===== src/rtl/input_word_assembler.sv =====
// Frames shifter output into complete words: counts shift strobes, captures the
// shifter contents once a word has landed and queues it in a 2-entry FIFO.
module input_word_assembler #(
  parameter int unsigned SHIFT_DEPTH = 4,
  parameter int unsigned SHIFT_WIDTH = 4
) (
  input  logic                               clk,
  input  logic                               async_rst_n,
  input  logic                               clk_en_i,
  input  logic                               frame_i,
  input  logic                               shift_en_i,
  input  logic [SHIFT_DEPTH*SHIFT_WIDTH-1:0] data_i,
  output logic                               word_valid_o,
  input  logic                               word_ready_i,
  output logic [SHIFT_DEPTH*SHIFT_WIDTH-1:0] word_o,
  output logic                               overflow_o,
  output logic                               abort_o,
  input  logic                               clear_i
);

  localparam int unsigned W  = SHIFT_DEPTH * SHIFT_WIDTH;
  localparam int unsigned CW = (SHIFT_WIDTH > 2) ? $clog2(SHIFT_WIDTH) : 1;
  localparam logic [CW-1:0] LAST_CNT = CW'(SHIFT_WIDTH - 1);

  localparam logic [0:0] IDLE   = 1'b0;
  localparam logic [0:0] ACTIVE = 1'b1;

  logic [0:0]    r_state, w_state_nxt;
  logic [CW-1:0] r_count, w_count_nxt;
  logic          r_cap, w_cap_nxt;
  logic          r_abort, w_abort_nxt;
  logic          r_ovf, w_ovf_nxt;
  logic [W-1:0]  r_head, w_head_nxt;
  logic [W-1:0]  r_tail, w_tail_nxt;
  logic          r_head_vld, w_head_vld_nxt;
  logic          r_tail_vld, w_tail_vld_nxt;

  logic w_shift_evt, w_frame_end, w_pop, w_push, w_drop;

  assign w_shift_evt = clk_en_i & shift_en_i;
  assign w_frame_end = (r_state == ACTIVE) & clk_en_i & ~frame_i;
  assign w_pop       = r_head_vld & word_ready_i;
  assign w_push      = r_cap & (~r_tail_vld | w_pop);
  assign w_drop      = r_cap & r_tail_vld & ~w_pop;

  // Framing FSM and shift counter; frame end takes priority over a same-cycle shift.
  always_comb begin
    w_state_nxt = r_state;
    w_count_nxt = r_count;
    w_cap_nxt   = 1'b0;
    w_abort_nxt = 1'b0;
    case (r_state)
      IDLE: begin
        if (clk_en_i & frame_i) w_state_nxt = ACTIVE;
      end
      ACTIVE: begin
        if (w_frame_end) begin
          w_state_nxt = IDLE;
          w_count_nxt = '0;
          w_abort_nxt = (r_count != '0);
        end else if (w_shift_evt) begin
          if (r_count == LAST_CNT) begin
            w_count_nxt = '0;
            w_cap_nxt   = 1'b1;
          end else begin
            w_count_nxt = r_count + CW'(1);
          end
        end
      end
      default: w_state_nxt = IDLE;
    endcase
  end

  // Two-entry FIFO kept as head/tail registers so the head drives word_o directly.
  always_comb begin
    w_head_nxt     = r_head;
    w_tail_nxt     = r_tail;
    w_head_vld_nxt = r_head_vld;
    w_tail_vld_nxt = r_tail_vld;
    w_ovf_nxt      = r_ovf;
    if (clear_i) begin
      w_ovf_nxt      = 1'b0;
      w_tail_vld_nxt = 1'b0;
      w_head_vld_nxt = r_cap;
      if (r_cap) w_head_nxt = data_i;
    end else begin
      w_ovf_nxt = r_ovf | w_drop;
      if (w_pop) begin
        if (r_tail_vld) begin
          w_head_nxt     = r_tail;
          w_head_vld_nxt = 1'b1;
          w_tail_vld_nxt = w_push;
          if (w_push) w_tail_nxt = data_i;
        end else begin
          w_head_vld_nxt = w_push;
          if (w_push) w_head_nxt = data_i;
        end
      end else if (w_push) begin
        if (!r_head_vld) begin
          w_head_nxt     = data_i;
          w_head_vld_nxt = 1'b1;
        end else begin
          w_tail_nxt     = data_i;
          w_tail_vld_nxt = 1'b1;
        end
      end
    end
  end

  always_ff @(posedge clk or negedge async_rst_n) begin
    if (!async_rst_n) begin
      r_state    <= IDLE;
      r_count    <= '0;
      r_cap      <= 1'b0;
      r_abort    <= 1'b0;
      r_ovf      <= 1'b0;
      r_head     <= '0;
      r_tail     <= '0;
      r_head_vld <= 1'b0;
      r_tail_vld <= 1'b0;
    end else begin
      r_state    <= w_state_nxt;
      r_count    <= w_count_nxt;
      r_cap      <= w_cap_nxt;
      r_abort    <= w_abort_nxt;
      r_ovf      <= w_ovf_nxt;
      r_head     <= w_head_nxt;
      r_tail     <= w_tail_nxt;
      r_head_vld <= w_head_vld_nxt;
      r_tail_vld <= w_tail_vld_nxt;
    end
  end

  assign word_o       = r_head;
  assign word_valid_o = r_head_vld;
  assign overflow_o   = r_ovf;
  assign abort_o      = r_abort;

endmodule


===== config.mk =====
export PLATFORM = sky130hd
export DESIGN_NAME = input_word_assembler
export DESIGN_NICKNAME = d
export VERILOG_FILES = /design/src/rtl/input_word_assembler.sv
export SDC_FILE = /design/constraint.sdc
export NUM_CORES = 1
export LEC_CHECK = 0
export BUFFER_PORTS_ARGS = -buffer_cell sky130_fd_sc_hd__buf_2
export CAP_MARGIN = 15
export CORE_MARGIN = 2
export CORE_UTILIZATION = 53
export DETAILED_ROUTE_END_ITERATION = 8
export PLACE_DENSITY = 0.78
export SLEW_MARGIN = 20
export SYNTH_ARGS = -nofsm -noshare
export SYNTH_HDL_FRONTEND = slang
export SYNTH_SLANG_ARGS = --single-unit

===== constraint.sdc =====
create_clock -name clk -period 1.9 [get_ports clk]
set_input_delay 0.19 -clock clk [delete_from_list [all_inputs] [get_ports clk]]
set_output_delay 0.19 -clock clk [all_outputs]
set_load 0.02 [all_outputs]

==> results by stage <==
Pwr:
- Of the total power, combinational logic draws 18.8%.
- Of the total power, the clock network draws 25.5%.
- The fraction of power consumed by sequential logic is 55.6%.
- The leakage dissipation is 1.14 nW.
- The internal power is 0.00128 W.
- Net switching is 27.5% of the power.
- For this design the total switching power over the nets is 0.000484 W.
- The ratio of total power to cell area is 796 mW/mm².
- IR analysis of the VDD net gives a maximum drop of 0.000529 V.

Placement:
- The number of placed instances with taps included is 213.
- The half-perimeter wire length after placement is 2.47 mm.
- At the end of routability-driven placement, the weighted congestion stood at 0.684.
- The count of input and output buffers is 41.

Timing:
- The number of pins with negative max-slew slack in the final report was 0.
- The worst path needs 1.63 ns of the cycle, external delays included.
- The setup violation total in the final timing report is 0.
- For the pin with the worst max-slew slack, the measured transition is 0.330 ns.
- In the finished design, the share of the clock period the worst path needs comes to 86.0%.
- The number of failing hold endpoints at the final stage is 0.
- The worst pin sits at a relative slew slack of 78.0%.
- Setup repair after global routing left no endpoint under its margin.
- Summed over all failing endpoints, the final setup total negative slack is 0 ns.
- The clock tree skew after final layout is 0.00900 ns.
- The maximum operating frequency is 612 MHz.

Synthesis:
- The fraction of post-synthesis cell area in the top cell type by area is 53.5%.
- Summing the sequential cell areas from Yosys gives 53.5% of the chip area.
- The number of warnings printed during yosys synthesis is 0.
- The number of instances in the synthesized netlist is 126.
- After synthesis the netlist holds a flip-flop and latch count of 40.
- The distinct cell type count of the synthesized netlist is 26.
- The average cell area after synthesis is 14.8 µm².
- Of all cell types, the one taking the most synthesized area is sky130_fd_sc_hd__dfrtp_1.
- The post-synthesis net count is 151.
- In this run the cell area of the synthesized design comes to 0.00187 mm².
- By area the synthesized netlist is led by sky130_fd_sc_hd__dfrtp_1, sky130_fd_sc_hd__mux2_2, sky130_fd_sc_hd__mux2_4.

Floorplan:
- The die extent in y is 63.4 µm.
- The initial utilization of the core area, before any placement, comes to 55.6%.
- The chip width is 63.4 µm.
- The overall die area is 0.00402 mm².
- The number of ports placed on the die boundary is 42.
- The core region is 0.00336 mm².
- The number of placement rows is 21.

Run:
- Across the run, the number of max-cap violations was 0.

Critical path:
- The worst endpoint required time is 2.15 ns.
- The category of the most critical setup path is reg2reg.
- STA classifies the critical path endpoint as a flip-flop.
- In this run the worst setup path begins at word_valid_o.
- The worst flop-to-flop path endpoint is word_o[6].
- Data on the critical path arrives at its endpoint at 1.88 ns.
- The type of origin of the critical path is a flip-flop.
- The origin of the critical flop-to-flop path is word_valid_o.
- The setup check on the worst reg-to-reg path leaves a slack of 0.27 ns.
- Of all nets on the critical path, the largest fanout is 10.
- The capture point of the worst path is word_o[6].
- Measured in cells, the most critical reg-to-reg path has a length of 4.

Layout:
- The post-route netlist has 58.8% of its cells at a drive strength greater than 1.
- From synthesis to final layout, the design area changed by 18.3%.
- The number of antenna repair diodes is 0.
- The finished layout holds 223 standard cells, fillers aside.
- The final net count is 201.
- The final-layout fill cell count is 275.

Routing:
- The number of design-rule violations left by the first detailed-router iteration is 52.
- The remaining number of nets flagged by the antenna check after routing is 0.
- Dividing the detail-routed via count by the number of cells gives 5.19.
- The number of vias in the routed layout is 1,158.
- Dividing the detail-routed wire length by the instance count gives 15.0 µm.
- Summed over all layers, the routed wires come to 3.36 mm.
- The first-pass iteration count of the detailed router is 2.
- After detailed routing, the number of remaining DRC violations is 0.

CTS:
- In this run the number of H-tree levels came out at 2.
- The CTS sink count is 40.
- In this run, CTS created clock tree buffers numbering 5.
- The worst-skew pair later-pin latency is 0.35 ns.
- Once the clock tree was built, the setup fixing pass inserted 0 buffers.
- The CTS tree is done.
- The longest clock path from root to sink contains 2 buffers.
- Clock-pin slew was measured on the worst setup and hold paths at 0.11 ns.
- Post-CTS repair changed the size of 0 cells.
- The root buffer cell is sky130_fd_sc_hd__clkbuf_4.

Hold path:
- The worst hold-check path type is in2reg.

Global route:
- The wire length of the first global-routing pass is 5.95 mm.
- The via count of the first global-routing pass came to 1,270.
- Entering global routing, the biggest net connects 41 pins.
- The overall routing resource usage is 19.8%.
- For this run the aggregate overflow at the end of global routing stands at 0.
- The number of antenna violations at the first check in global routing is 0.

Outcome:
- The flow ran to the end, and the final reports show no timing, DRC or antenna violations.
==> what timing repair did <==
action | in CTS | in global routing
hold endpoints to repair | 40 | 1
hold buffers | 1 | 1
setup endpoints to repair | 0 | 0
==> power groups by stage <==
stage	clock network, W	logic, W	registers, W
6_report	0.000450	0.000332	0.000980
5_1_grt	0.000518	0.000359	0.000992
4_1_cts	0.000468	0.000336	0.000981
3_5_place_dp	0	0.000335	0.000997
3_3_place_gp	0	0.000322	0.000990
2_1_floorplan	0	0.000126	0.00106
==> stage by stage <==
stage	util [%]	power [W]	setup WS [ns]	area [µm²]	hold slack, ns
4_1_cts	65.5	0.00179	0.246	2200	0.00879
5_1_grt	65.8	0.00187	0.123	2210	0.0441
2_1_floorplan	-	0.00119	0.164	1870	-0.106
3_5_place_dp	63.3	0.00133	0.267	2130	0.175
6_report	65.8	0.00176	0.266	2210	0.0805
3_3_place_gp	63.3	0.00131	0.320	2130	0.172
==> layer usage <==
metal	vias to the layer above	global-route usage [%]	part of all wire [%]	wire [µm]
li1	548	-	-	-
met2	30	32.5	51	1720
met3	5	6.25	4.6	156
met1	575	23.8	42	1420
met5	-	0	0	0
met4	0	8.97	1.7	58
==> layout by cell type, fill, tap and decap left out, types with 2 or more instances in the layout <==
master / count
sky130_fd_sc_hd__nand2_1: 3
sky130_fd_sc_hd__clkbuf_4: 5
sky130_fd_sc_hd__mux2_2: 38
sky130_fd_sc_hd__and2_1: 2
sky130_fd_sc_hd__a21oi_1: 2
sky130_fd_sc_hd__mux2_4: 10
sky130_fd_sc_hd__ha_1: 2
sky130_fd_sc_hd__a22o_1: 2
sky130_fd_sc_hd__dfrtp_1: 40
sky130_fd_sc_hd__dlygate4sd3_1: 2
sky130_fd_sc_hd__buf_4: 4
sky130_fd_sc_hd__buf_2: 41
sky130_fd_sc_hd__inv_1: 5
sky130_fd_sc_hd__nor2_1: 4
==> state kept, by name (all words and copies together), names as in the netlist, named ones only <==
register,cells
abort_o,1
overflow_o,1
r_cap,1
r_count,2
r_tail,16
r_tail_vld,1
word_o,16
word_valid_o,1
==> kinds of logic after synthesis <==
family / after synthesis / synth area share (%)
muxes: 49 / 31.5
DFF: 40 / 53.5
and+or+nand+nor: 15 / 5.82
buffers and inverters: 10 / 3.82
AOI/OAI and AO/OA: 9 / 3.48
adders and majority gates: 2 / 1.34
xor gates and xnor gates: 1 / 0.469
==> area by class of cell <==
| cell class | instances | area (µm²) | share of cell area (%) |
|---|---|---|---|
| clock inverter | 1 | 7.51 | 0.339 |
| inverter | 5 | 18.8 | 0.848 |
| timing repair buffer | 48 | 275 | 12.4 |
| tap | 46 | 57.6 | 2.60 |
| multi-input combinational | 76 | 797 | 36.0 |
| clock buffer | 7 | 55.1 | 2.49 |
| sequential | 40 | 1000 | 45.2 |
==> synthesized netlist by cell type <==
cell	number
sky130_fd_sc_hd__buf_12	1
sky130_fd_sc_hd__nor2b_1	1
sky130_fd_sc_hd__nand2_1	3
sky130_fd_sc_hd__dfrtp_1	40
sky130_fd_sc_hd__and2b_1	1
sky130_fd_sc_hd__mux2_1	1
sky130_fd_sc_hd__and2_1	2
sky130_fd_sc_hd__or2_2	1
sky130_fd_sc_hd__xor2_1	1
sky130_fd_sc_hd__buf_6	2
sky130_fd_sc_hd__mux2_4	10
sky130_fd_sc_hd__o21ai_0	1
sky130_fd_sc_hd__buf_2	2
sky130_fd_sc_hd__a31oi_1	1
sky130_fd_sc_hd__mux2_2	38
sky130_fd_sc_hd__o32a_1	1
sky130_fd_sc_hd__a22o_1	2
sky130_fd_sc_hd__nand4b_4	1
sky130_fd_sc_hd__o32ai_1	1
sky130_fd_sc_hd__nor2_1	4
sky130_fd_sc_hd__ha_1	2
sky130_fd_sc_hd__nor4_4	1
sky130_fd_sc_hd__nor3_1	1
sky130_fd_sc_hd__inv_1	5
sky130_fd_sc_hd__a21o_1	1
sky130_fd_sc_hd__a21oi_1	2
==> worst min path at each step <==
stage           startpoint  cells after the start  slack (ns)    endpoint
2_1_floorplan  async_rst_n                      0       -0.11   async pin
3_3_place_gp   async_rst_n                      2        0.17  r_tail[12]
3_5_place_dp   async_rst_n                      2        0.17  r_tail[12]
4_1_cts            frame_i                      2       0.009     abort_o
5_1_grt         data_i[15]                      2        0.04  r_tail[15]
6_report         data_i[0]                      2        0.08   r_tail[0]
==> worst max-delay path, cell delays in order, from the launching register on <==
cell                      delay (ns)
sky130_fd_sc_hd__dfrtp_1        0.48
sky130_fd_sc_hd__and2_1         0.17
sky130_fd_sc_hd__o32a_1         0.35
sky130_fd_sc_hd__buf_4          0.21
sky130_fd_sc_hd__mux2_4         0.32
(Power assumes the default switching activity.)
